$ cat src/rtl/program_memory_loader_pkg.sv
// rtl/program_memory_loader_pkg.sv - shared state encoding and word geometry for the program loader
package program_memory_loader_pkg;

  // Loader FSM encoding, kept as plain constants for legacy tools
  localparam logic [1:0] ST_IDLE  = 2'd0;
  localparam logic [1:0] ST_RECV  = 2'd1;
  localparam logic [1:0] ST_WRITE = 2'd2;
  localparam logic [1:0] ST_DONE  = 2'd3;

  // Word geometry: little-endian bytes packed into one instruction word
  localparam int BYTE_WIDTH     = 8;
  localparam int BYTES_PER_WORD = 4;
  localparam int LANE_WIDTH     = $clog2(BYTES_PER_WORD);
  localparam int WORD_WIDTH     = BYTE_WIDTH * BYTES_PER_WORD;

endpackage

$ cat src/rtl/loader_word_assembler.sv
// rtl/loader_word_assembler.sv - byte lane counter and little-endian word assembly register
module loader_word_assembler
  import program_memory_loader_pkg::*;
(
  input  logic                  clk,
  input  logic                  rst_n,
  input  logic                  clear,
  input  logic                  byte_fire,
  input  logic [BYTE_WIDTH-1:0] byte_data,
  output logic [WORD_WIDTH-1:0] word_data,
  output logic                  word_ready
);

  localparam logic [LANE_WIDTH-1:0] LAST_LANE = LANE_WIDTH'(BYTES_PER_WORD - 1);
  localparam logic [LANE_WIDTH-1:0] LANE_ONE  = LANE_WIDTH'(1);

  logic [LANE_WIDTH-1:0] lane;

  // Lane pointer advances on each accepted byte and wraps after the top lane
  always_ff @(posedge clk or negedge rst_n) begin
    if (!rst_n) begin
      lane <= '0;
    end else if (clear) begin
      lane <= '0;
    end else if (byte_fire) begin
      lane <= lane + LANE_ONE;
    end
  end

  // Each accepted byte lands in its lane; older lanes keep their bytes
  always_ff @(posedge clk or negedge rst_n) begin
    if (!rst_n) begin
      word_data <= '0;
    end else if (byte_fire) begin
      word_data[BYTE_WIDTH*lane +: BYTE_WIDTH] <= byte_data;
    end
  end

  // The transfer that fills the top lane completes the word
  assign word_ready = byte_fire && (lane == LAST_LANE);

endmodule

$ cat src/rtl/program_memory_loader.sv
// rtl/program_memory_loader.sv - byte-stream to program RAM loader with core reset control
module program_memory_loader
  import program_memory_loader_pkg::*;
#(
  parameter int MEMORY_DEPTH = 32,
  parameter int DATA_WIDTH   = 32,
  parameter int CNT_WIDTH    = $clog2(MEMORY_DEPTH) + 1
) (
  input  logic                  clk,
  input  logic                  reset,
  input  logic                  Start_i,
  input  logic [CNT_WIDTH-1:0]  Word_Count_i,
  input  logic [7:0]            Byte_i,
  input  logic                  Byte_Valid_i,
  output logic                  Byte_Ready_o,
  output logic                  Mem_Write_o,
  output logic [DATA_WIDTH-1:0] Mem_Address_o,
  output logic [DATA_WIDTH-1:0] Mem_Data_o,
  output logic                  Busy_o,
  output logic                  Done_o,
  output logic                  Error_o,
  output logic                  Cpu_Reset_n_o
);

  localparam logic [CNT_WIDTH-1:0] DEPTH_C = CNT_WIDTH'(MEMORY_DEPTH);
  localparam logic [CNT_WIDTH-1:0] CNT_ONE = CNT_WIDTH'(1);

  logic [1:0]            state;
  logic [1:0]            state_next;
  logic [CNT_WIDTH-1:0]  count_q;
  logic [CNT_WIDTH-1:0]  index_q;
  logic                  start_seen;
  logic                  start_ok;
  logic                  start_bad;
  logic                  last_word;
  logic                  byte_fire;
  logic                  word_ready;
  logic [WORD_WIDTH-1:0] word_data;
  logic [DATA_WIDTH-1:0] addr_now;
  logic [DATA_WIDTH-1:0] addr_q;
  logic [DATA_WIDTH-1:0] data_q;
  logic                  error_q;
  logic                  cpu_rst_n_q;

  assign start_seen = Start_i && (state == ST_IDLE);
  assign start_ok   = start_seen && (Word_Count_i != '0) && (Word_Count_i <= DEPTH_C);
  assign start_bad  = start_seen && !start_ok;
  assign last_word  = (index_q == count_q - CNT_ONE);
  assign byte_fire  = Byte_Valid_i && Byte_Ready_o;
  assign addr_now   = {{(DATA_WIDTH-CNT_WIDTH-2){1'b0}}, index_q, 2'b00};

  loader_word_assembler u_assembler (
    .clk        (clk),
    .rst_n      (reset),
    .clear      (start_ok),
    .byte_fire  (byte_fire),
    .byte_data  (Byte_i),
    .word_data  (word_data),
    .word_ready (word_ready)
  );

  // Next-state selection for the load sequence
  always_comb begin
    state_next = state;
    unique case (state)
      ST_IDLE:  if (start_ok)   state_next = ST_RECV;
      ST_RECV:  if (word_ready) state_next = ST_WRITE;
      ST_WRITE: state_next = last_word ? ST_DONE : ST_RECV;
      ST_DONE:  state_next = ST_IDLE;
      default:  state_next = ST_IDLE;
    endcase
  end

  // State register; an async reset drops any load in progress
  always_ff @(posedge clk or negedge reset) begin
    if (!reset) begin
      state <= ST_IDLE;
    end else begin
      state <= state_next;
    end
  end

  // Latched word count and write index for the current image
  always_ff @(posedge clk or negedge reset) begin
    if (!reset) begin
      count_q <= '0;
      index_q <= '0;
    end else if (start_ok) begin
      count_q <= Word_Count_i;
      index_q <= '0;
    end else if ((state == ST_WRITE) && !last_word) begin
      index_q <= index_q + CNT_ONE;
    end
  end

  // Sticky error for bad counts and core reset hold/release around a load
  always_ff @(posedge clk or negedge reset) begin
    if (!reset) begin
      error_q     <= 1'b0;
      cpu_rst_n_q <= 1'b0;
    end else if (start_ok) begin
      error_q     <= 1'b0;
      cpu_rst_n_q <= 1'b0;
    end else if (start_bad) begin
      error_q     <= 1'b1;
    end else if (state == ST_DONE) begin
      cpu_rst_n_q <= 1'b1;
    end
  end

  // Capture the bus values of each write so they hold until the next one
  always_ff @(posedge clk or negedge reset) begin
    if (!reset) begin
      addr_q <= '0;
      data_q <= '0;
    end else if (state == ST_WRITE) begin
      addr_q <= addr_now;
      data_q <= DATA_WIDTH'(word_data);
    end
  end

  assign Byte_Ready_o  = (state == ST_RECV);
  assign Mem_Write_o   = (state == ST_WRITE);
  assign Mem_Address_o = (state == ST_WRITE) ? addr_now : addr_q;
  assign Mem_Data_o    = (state == ST_WRITE) ? DATA_WIDTH'(word_data) : data_q;
  assign Busy_o        = (state == ST_RECV) || (state == ST_WRITE);
  assign Done_o        = (state == ST_DONE);
  assign Error_o       = error_q;
  assign Cpu_Reset_n_o = cpu_rst_n_q;

endmodule

$ cat config.mk
export PLATFORM = sky130hd
export DESIGN_NAME = program_memory_loader
export DESIGN_NICKNAME = d
export VERILOG_FILES = /design/src/rtl/program_memory_loader_pkg.sv /design/src/rtl/loader_word_assembler.sv /design/src/rtl/program_memory_loader.sv
export SDC_FILE = /design/constraint.sdc
export NUM_CORES = 1
export LEC_CHECK = 0
export ABC_AREA = 1
export BUFFER_PORTS_ARGS = -buffer_cell sky130_fd_sc_hd__buf_2
export CORE_AREA = 2 2 99 173
export CTS_BUF_LIST = sky130_fd_sc_hd__clkbuf_16
export CTS_CLUSTER_DIAMETER = 200
export DETAILED_ROUTE_END_ITERATION = 8
export DIE_AREA = 0 0 101 175
export SYNTH_ARGS = -nofsm -noshare
export SYNTH_HDL_FRONTEND = slang
export SYNTH_SLANG_ARGS = --single-unit
$ cat constraint.sdc
create_clock -name clk -period 2.25 [get_ports clk]
set_input_delay 0.1125 -clock clk [delete_from_list [all_inputs] [get_ports clk]]
set_output_delay 0.1125 -clock clk [all_outputs]
set_load 0.05 [all_outputs]
==> impl_metrics.json, run 1 <==
{
  "status": "completed",
  "final_core_util": 0.384,
  "synth_top_area_share": 0.596,
  "cts_setup_buffers": 0,
  "slew_viol_final": 0,
  "cts_buffers": 17,
  "synth_area_mm2": 0.00478,
  "r2r_cells": 7,
  "clock_path_buffers": 2,
  "cap_violations": 0,
  "final_nets": 657,
  "min_to": "count_q[5]",
  "htreeDepth": 4,
  "place_congestion": 0.813,
  "grt_pass1_vias": 3783,
  "final_cell_mix": "dfrtp_1 (114), nand2_1 (103), inv_1 (92)",
  "tightest_slew_ps": 626,
  "dp_hpwl_um": 8260,
  "drtIter0Drc": 93,
  "viasPerCell": 4.47,
  "hold_viol": 0,
  "crit_path_end_kind": "primary output",
  "wl_per_cell_um": 14.2,
  "dr.pass1.iters": 4,
  "coreArea_mm2": 0.0163,
  "min_period_over_period": 0.940,
  "clockRootBuffer": "clkbuf_16",
  "async_flop_share": 1.00,
  "antenna_found_initial": 0,
  "path_max_fanout": 38,
  "ios": 88,
  "syn_nets": 555,
  "dieHeight_um": 175,
  "grt_pass1_wl_um": 18900,
  "min_path_type": "in2reg",
  "dieArea_mm2": 0.0177,
  "grt_overflow": 0,
  "required_ps": 2140,
  "io_buffers": 87,
  "drc": 0,
  "clock_skew_ps": 7.48,
  "setup_viol": 0,
  "vias": 3723,
  "rsz0062_at_grt": "true",
  "ys.flop_type": "dfrtp_1",
  "cp.arrival_ps": 2000,
  "synth_area_leaders": "dfrtp_1 (60%), nand2_1 (8.1%), inv_1 (7.1%)",
  "yosys.area.top_type": "dfrtp_1",
  "clkTransAtPathRegs_ps": 50,
  "cts_tree": "built",
  "max_freq_mhz": 473,
  "setup_tns_ps": 0,
  "start_util": 0.294,
  "drive_above_1_share": 0.228,
  "synth-seq-cells": 114,
  "final_common_cell": "dfrtp_1",
  "min_from": "Word_Count_i[5]",
  "synth.distinct_cells": 25,
  "area_growth_pct": 30.7,
  "drt.antenna.violating_nets": 0,
  "antennaDiodeCount": 0,
  "relSlewSlack": 0.582,
  "rows": 62,
  "path_class": "reg2out",
  "cts_sinks": 114,
  "worst_setup_path_start_kind": "flop",
  "p_leak_uw": 0.00328,
  "insertion_delay_ps": 410,
  "timing.rr.start": "u_assembler.lane[0]",
  "synth.avg_cell_area_um2": 9.11,
  "peakVddDrop_mv": 0.624,
  "synthCells": 525,
  "yosysSeqAreaShare": 0.596,
  "holdPathStages": 3,
  "die_x_um": 101,
  "grt_util_all_layers": 0.139,
  "grt_max_degree": 70,
  "synth-edff-count": 0,
  "r2r_slack_ps": 400,
  "wl_um": 11900,
  "fin_crit_ps": 2110,
  "r2r_end": "u_assembler.word_data[21]",
  "ys_warn_count": 0,
  "p_per_area_mw_per_mm2": 1710
}
==> cell families (layout without fill, tap and decap cells) <==
family | Yosys count | count (layout) | share of synthesized area
and+or+nand+nor | 205 | 205 | 0.190
DFF | 114 | 114 | 0.596
buffers and inverters | 112 | 227 | 0.0900
AOI/OAI and AO/OA | 77 | 77 | 0.0834
adders and majority gates | 12 | 12 | 0.0314
xor gates and xnor gates | 5 | 5 | 0.00915
==> cells in the mapped netlist (2+ instances only) <==
| cell type | number |
|---|---|
| nor2_2 | 2 |
| o21ai_1 | 2 |
| inv_1 | 90 |
| nand3_2 | 2 |
| ha_1 | 12 |
| nand4_1 | 20 |
| nor2_1 | 43 |
| nor3_1 | 2 |
| nand3_1 | 29 |
| xor2_1 | 5 |
| buf_2 | 5 |
| inv_2 | 3 |
| o22ai_1 | 8 |
| dfrtp_1 | 114 |
| clkbuf_1 | 12 |
| o21ai_0 | 65 |
| nand2_1 | 103 |
==> registers in the layout, indices dropped and copies added (netlist names) <==
register,flops
addr_q,32
index_q,6
u_assembler.word_data,32
Cpu_Reset_n_o,1
Error_o,1
count_q,6
u_assembler.lane,2
data_q,32
state,2
==> metrics by stage <==
step                      worst slack, ps  area, um2  total power, uW  hold WS [ps]  cells
after floorplan                      -236       4820             6650          -183    525
after global placement                480       5530             7810           176    794
after detailed placement              443       5530             7870           173    794
after CTS                            4.98       6160            10600          2.72    831
after global routing                -21.2       6250            11400          15.9    832
final                                 136       6250            10700          17.1    832
==> report_power, final <==
group          internal [uW]  leakage, uW  switching, uW  total, uW
clock network           1710     0.000297            916       2630
registers               2730      0.00146            295       3030
logic                   1340      0.00152           3680       5020
total                   5780      0.00328           4890      10700
==> critical path, stage by stage, from the launching register on <==
cell and delay (ps):
dfrtp_1 420, inv_1 120, ha_1 200, buf_4 390
nand2_1 100, nand2_1 100, buf_2 280
==> timing repair <==
action | in CTS | in global routing
hold buffers | 5 | 0
setup endpoints to repair | 1 | 36
gates resized for setup | 1 | 31
pin swaps | 0 | 0
hold endpoints to repair | 47 | 0
gates cloned | 0 | 1
==> routing by layer <==
layer	wire, um	track usage
met5	0	0
met4	335	0.0709
met3	536	0.0380
met2	6350	0.240
met1	4630	0.154
==> worst max path at each step <==
stage / from / end / slack (ps)
after floorplan: state[0] / addr_q[6] / -240
after global placement: state[0] / Mem_Address_o[4] / 480
after detailed placement: state[0] / Mem_Data_o[14] / 440
after CTS: state[0] / Mem_Data_o[28] / 5
after global routing: state[0] / Mem_Address_o[4] / -20
final: state[0] / Mem_Data_o[6] / 140
==> layout make-up <==
| class | count | area (um2) |
|---|---|---|
| clock buffers | 17 | 425 |
| clock inverters | 15 | 151 |
| fillers | 1651 | 10000 |
| inverters | 94 | 353 |
| multi-input cells | 299 | 1540 |
| flip-flops and latches | 114 | 2850 |
| well taps | 192 | 240 |
| repair buffers | 101 | 691 |
(Power assumes the default switching activity.)
==> run 2: changes to the inputs <==
--- a/config.mk
+++ b/config.mk
@@ -12,6 +12,7 @@
 export CTS_CLUSTER_DIAMETER = 200
 export DETAILED_ROUTE_END_ITERATION = 8
 export DIE_AREA = 0 0 101 175
+export PLACE_DENSITY_LB_ADDON = 0.12
 export SYNTH_ARGS = -nofsm -noshare
 export SYNTH_HDL_FRONTEND = slang
 export SYNTH_SLANG_ARGS = --single-unit
==> impl_metrics.json, run 2 (synthesized netlist as in run 1, its figures left out) <==
{
  "p_leak_uw": 0.00325,
  "grt_max_degree": 49,
  "critPathMaxStageDelay_ps": 400,
  "cap_violations": 0,
  "antenna_found_initial": 0,
  "cts_buffers": 17,
  "crit_chain": "inv_1 > ha_1 > inv_2 > buf_12 > nand2_1 > o21ai_1 > buf_2",
  "hold_viol": 0,
  "cp.arrival_ps": 1990,
  "setup_tns_ps": 0,
  "area_growth_pct": 30.1,
  "start_util": 0.294,
  "slew_viol_final": 0,
  "coreArea_mm2": 0.0163,
  "dp_slack_ps": 484,
  "place_congestion": 0.813,
  "vias": 3749,
  "htreeDepth": 4,
  "clockRootBuffer": "clkbuf_16",
  "insertion_delay_ps": 410,
  "path_max_fanout": 48,
  "setup_viol": 0,
  "dieHeight_um": 175,
  "relSlewSlack": 0.623,
  "crit_path_end_kind": "primary output",
  "cts_tree": "built",
  "rsz0062_at_grt": "true",
  "min_path_type": "in2reg",
  "drc": 0,
  "fin_crit_ps": 2100,
  "final_common_cell": "dfrtp_1",
  "dp_hpwl_um": 8770,
  "clkTransAtPathRegs_ps": 60,
  "final_cell_mix": "dfrtp_1 (114), nand2_1 (103), inv_1 (89)",
  "grt_pass1_vias": 3805,
  "rows": 62,
  "drive_above_1_share": 0.235,
  "grt_pass1_wl_um": 19500,
  "die_x_um": 101,
  "fin_ws_ps": 151,
  "ios": 88,
  "dp_cells": 798,
  "clock_path_buffers": 2,
  "cpMaxStageDelayCell": "dfrtp_1",
  "max_freq_mhz": 476,
  "peakVddDrop_mv": 0.614,
  "cp_top_family": "buffers and inverters",
  "reg_top3": "addr_q (32), data_q (32), u_assembler.word_data (32)",
  "tightest_slew_ps": 566,
  "path_class": "reg2out",
  "status": "completed",
  "p_per_area_mw_per_mm2": 1670,
  "required_ps": 2140,
  "grt_util_all_layers": 0.145,
  "clock_skew_ps": 12.7,
  "drtIter0Drc": 97,
  "worst_setup_path_start_kind": "flop",
  "io_buffers": 87,
  "wl_per_cell_um": 14.4,
  "min_period_over_period": 0.933,
  "grt_overflow": 0,
  "wl_um": 12100,
  "finalNonFillerCells": 838,
  "final_nets": 663,
  "viasPerCell": 4.47,
  "antennaDiodeCount": 0,
  "whs_ps": 11.6,
  "dieArea_mm2": 0.0177,
  "dr.pass1.iters": 5,
  "drt.antenna.violating_nets": 0,
  "cts_sinks": 114,
  "r2r_slack_ps": 450,
  "path_buf_inv": 4
}
## run 2: changes by cell type in the layout (fill, tap and decap cells not counted), moves of 2 or more
| cell | before | now |
|---|---|---|
| inv_6 | 0 | 4 |
| clkinvlp_4 | 1 | 5 |
| clkinv_2 | 6 | 2 |
| buf_4 | 15 | 10 |
| inv_1 | 92 | 89 |
| clkbuf_4 | 14 | 8 |
| buf_6 | 0 | 2 |
| buf_2 | 62 | 76 |
| bufinv_16 | 3 | 1 |
| dlygate4sd3_1 | 5 | 8 |
## run 2: final timing paths
check / end / from / depth (start not counted)
min reg2reg: data_q[13] / data_q[13] / 2
max reg2reg: u_assembler.word_data[28] / u_assembler.lane[0] / 5
max: Mem_Data_o[22] / state[0] / 7
max in group asynchronous: data_q[22] / reset / 3
min: count_q[0] / Word_Count_i[0] / 3
min in group asynchronous: addr_q[6] / reset / 2
## run 2: worst min-delay path, cell delays in order
cell	delay [ps]
buf_2	70
inv_1	50
o21ai_0	140
## run 2: metrics by stage
step / util / total power, uW / cell area (um2)
floorplan: - / 6650 / 4820
global placement: 0.341 / 7830 / 5550
detailed placement: 0.341 / 7900 / 5550
CTS: 0.380 / 10500 / 6190
global route: 0.382 / 11100 / 6220
finish: 0.382 / 10400 / 6220
## run 2: metal layers
layer | routed length (um) | vias to the layer above | track usage
met5 | 0 | - | 0
met4 | 269 | 0 | 0.0676
met3 | 537 | 13 | 0.0416
met2 | 6430 | 75 | 0.253
met1 | 4850 | 1779 | 0.158
li1 | - | 1882 | -
## run 2: layout make-up
class | instances | area (um2)
timing repair buffer | 107 | 678
multi-input combinational | 299 | 1540
fill | 1690 | 10100
inverter | 94 | 353
sequential | 114 | 2850
clock inverter | 15 | 134
tap | 192 | 240
clock buffer | 17 | 425
## run 2: timing repair
action,4_1_cts,5_1_grt
hold buffers,8,0
resized for setup,0,12
hold endpoints to repair,41,0
setup endpoints to repair,0,14
setup buffers,0,0
## run 2: power by group
group | switching, uW | internal, uW
Sequential | 294 | 2730
Combinational | 3610 | 1240
Clock | 1010 | 1520
==> run 3: changes to the inputs <==
==> constraint.sdc (replaced) <==
create_clock -name clk -period 2.57 [get_ports clk]
set_input_delay 0.1285 -clock clk [delete_from_list [all_inputs] [get_ports clk]]
set_output_delay 0.1285 -clock clk [all_outputs]
set_load 0.05 [all_outputs]
==> impl_metrics.json, run 3 (synthesized netlist as in run 1, its figures left out) <==
{
  "worst_setup_path_start_kind": "flop",
  "reg_top3": "addr_q (32), data_q (32), u_assembler.word_data (32)",
  "p_int_uw": 4890,
  "wl_per_cell_um": 14.3,
  "required_ps": 2440,
  "fin_crit_ps": 2190,
  "htreeDepth": 4,
  "drt.antenna.violating_nets": 0,
  "antenna_found_initial": 0,
  "dp_cells": 795,
  "dieHeight_um": 175,
  "final_common_cell": "dfrtp_1",
  "multi_input_area_mm2": 0.00150,
  "cts_tree": "built",
  "grt_pass1_vias": 3966,
  "grt_max_degree": 59,
  "final_cell_mix": "dfrtp_1 (114), nand2_1 (103), inv_1 (91)",
  "seqPwrFrac": 0.290,
  "p_sw_uw": 4230,
  "crit_path_end_kind": "primary output",
  "finalNonFillerCells": 832,
  "p_leak_uw": 0.00322,
  "path_max_fanout": 38,
  "crit_chain": "inv_1 > ha_1 > buf_4 > nand2_1 > nand2_1 > buf_2",
  "grt_overflow": 0,
  "cp.arrival_ps": 2060,
  "cts_setup_buffers": 0,
  "stdcell_area_mm2": 0.00614,
  "cts_resized": 0,
  "setup_viol": 0,
  "io_buffers": 87,
  "clockRootBuffer": "clkbuf_16",
  "grt_util_all_layers": 0.146,
  "relSlewSlack": 0.436,
  "path_class": "reg2out",
  "cpMaxStageDelayCell": "dfrtp_1",
  "rows": 62,
  "max_freq_mhz": 458,
  "swShare": 0.464,
  "status": "completed",
  "regArea_mm2": 0.00285,
  "combPwrFrac": 0.450,
  "area_growth_pct": 28.3,
  "cap_violations": 0,
  "clock_skew_ps": 8.04,
  "tightest_slew_ps": 842,
  "peakVddDrop_mv": 0.567,
  "coreArea_mm2": 0.0163,
  "final_core_util": 0.377,
  "min_path_type": "in2reg",
  "antennaDiodeCount": 0,
  "start_util": 0.294,
  "place_congestion": 0.821,
  "vias": 3714,
  "grt_pass1_wl_um": 20000,
  "viasPerCell": 4.46,
  "clockPowerShare": 0.260,
  "drive_above_1_share": 0.214,
  "critPathMostFrequentCell": "nand2_1",
  "final_nets": 657,
  "p_total_uw": 9130,
  "drtIter0Drc": 117,
  "dieArea_mm2": 0.0177,
  "p_per_area_mw_per_mm2": 1490,
  "dr.pass1.iters": 4,
  "wl_um": 11900,
  "critPathMaxStageDelay_ps": 430,
  "die_x_um": 101,
  "min_period_over_period": 0.850,
  "cts_buffers": 17,
  "hold_viol": 0,
  "whs_ps": 12.8,
  "fillers": 1731,
  "ios": 88,
  "rsz0062_at_grt": "false",
  "place_area_mm2": 0.00549,
  "slew_viol_final": 0,
  "clock_path_buffers": 2,
  "dp_hpwl_um": 8670,
  "clkTransAtPathRegs_ps": 60,
  "drc": 0,
  "insertion_delay_ps": 410,
  "cts_sinks": 114
}
run 3: cell types whose count changed in the layout (fill, tap and decap cells not counted), sizes merged:
cell / change
buf: +5
clkinvlp: -1
bufinv: +2
dlygate4sd3: -3
clkinv: -1
clkbuf: -8
run 3: final timing paths:
kind / startpoint / to / slack (ps) / cells after the start
max: state[0] / Mem_Data_o[6] / 380 / 6
min: Word_Count_i[5] / count_q[5] / 10 / 3
max reg2reg: u_assembler.lane[0] / u_assembler.word_data[20] / 560 / 6
min reg2reg: addr_q[19] / addr_q[19] / 480 / 2
max in group asynchronous: reset / u_assembler.word_data[23] / 1610 / 3
min in group asynchronous: reset / index_q[0] / 240 / 2
run 3: metal layers:
layer / vias up / GRT usage / share of wire
met4: 0 / 0.0591 / 0.023
met5: - / 0 / 0
met1: 1758 / 0.165 / 0.41
met3: 19 / 0.0384 / 0.035
li1: 1859 / - / -
met2: 78 / 0.257 / 0.53
run 3: worst max-delay path, delay by kind of cell (launching register included):
family        cells  cell delay (ps)
buf+inv           3              810
flops             1              430
simple gates      2              230
fa+ha+maj         1              190
run 3: repair_timing:
| item | CTS | global route |
|---|---|---|
| hold buffers | 5 | 0 |
| endpoints found under the hold margin | 41 | 0 |
| endpoints found under the setup margin | 0 | 0 |
run 3: through the flow:
| step | setup slack (ps) | setup TNS, ps |
|---|---|---|
| 4_1_cts | 321 | 0 |
| 3_5_place_dp | 614 | 0 |
| 3_3_place_gp | 690 | 0 |
| 5_1_grt | 219 | 0 |
| 2_1_floorplan | -336 | -3870 |
| 6_report | 384 | 0 |
run 3: area by class of cell:
| cell class | count | area share |
|---|---|---|
| multi-input combinational | 299 | 0.244 |
| clock buffer | 17 | 0.0693 |
| inverter | 94 | 0.0575 |
| sequential | 114 | 0.465 |
| tap | 192 | 0.0391 |
| timing repair buffer | 101 | 0.0975 |
| clock inverter | 15 | 0.0273 |
run 3: power by group through the flow:
stage                     clock network (uW)  logic [uW]  registers, uW
after floorplan                            0        3080           2670
after global placement                     0        4130           2660
after detailed placement                   0        4170           2680
after CTS                               2440        4200           2650
after global routing                    2510        4520           2710
final                                   2380        4110           2640
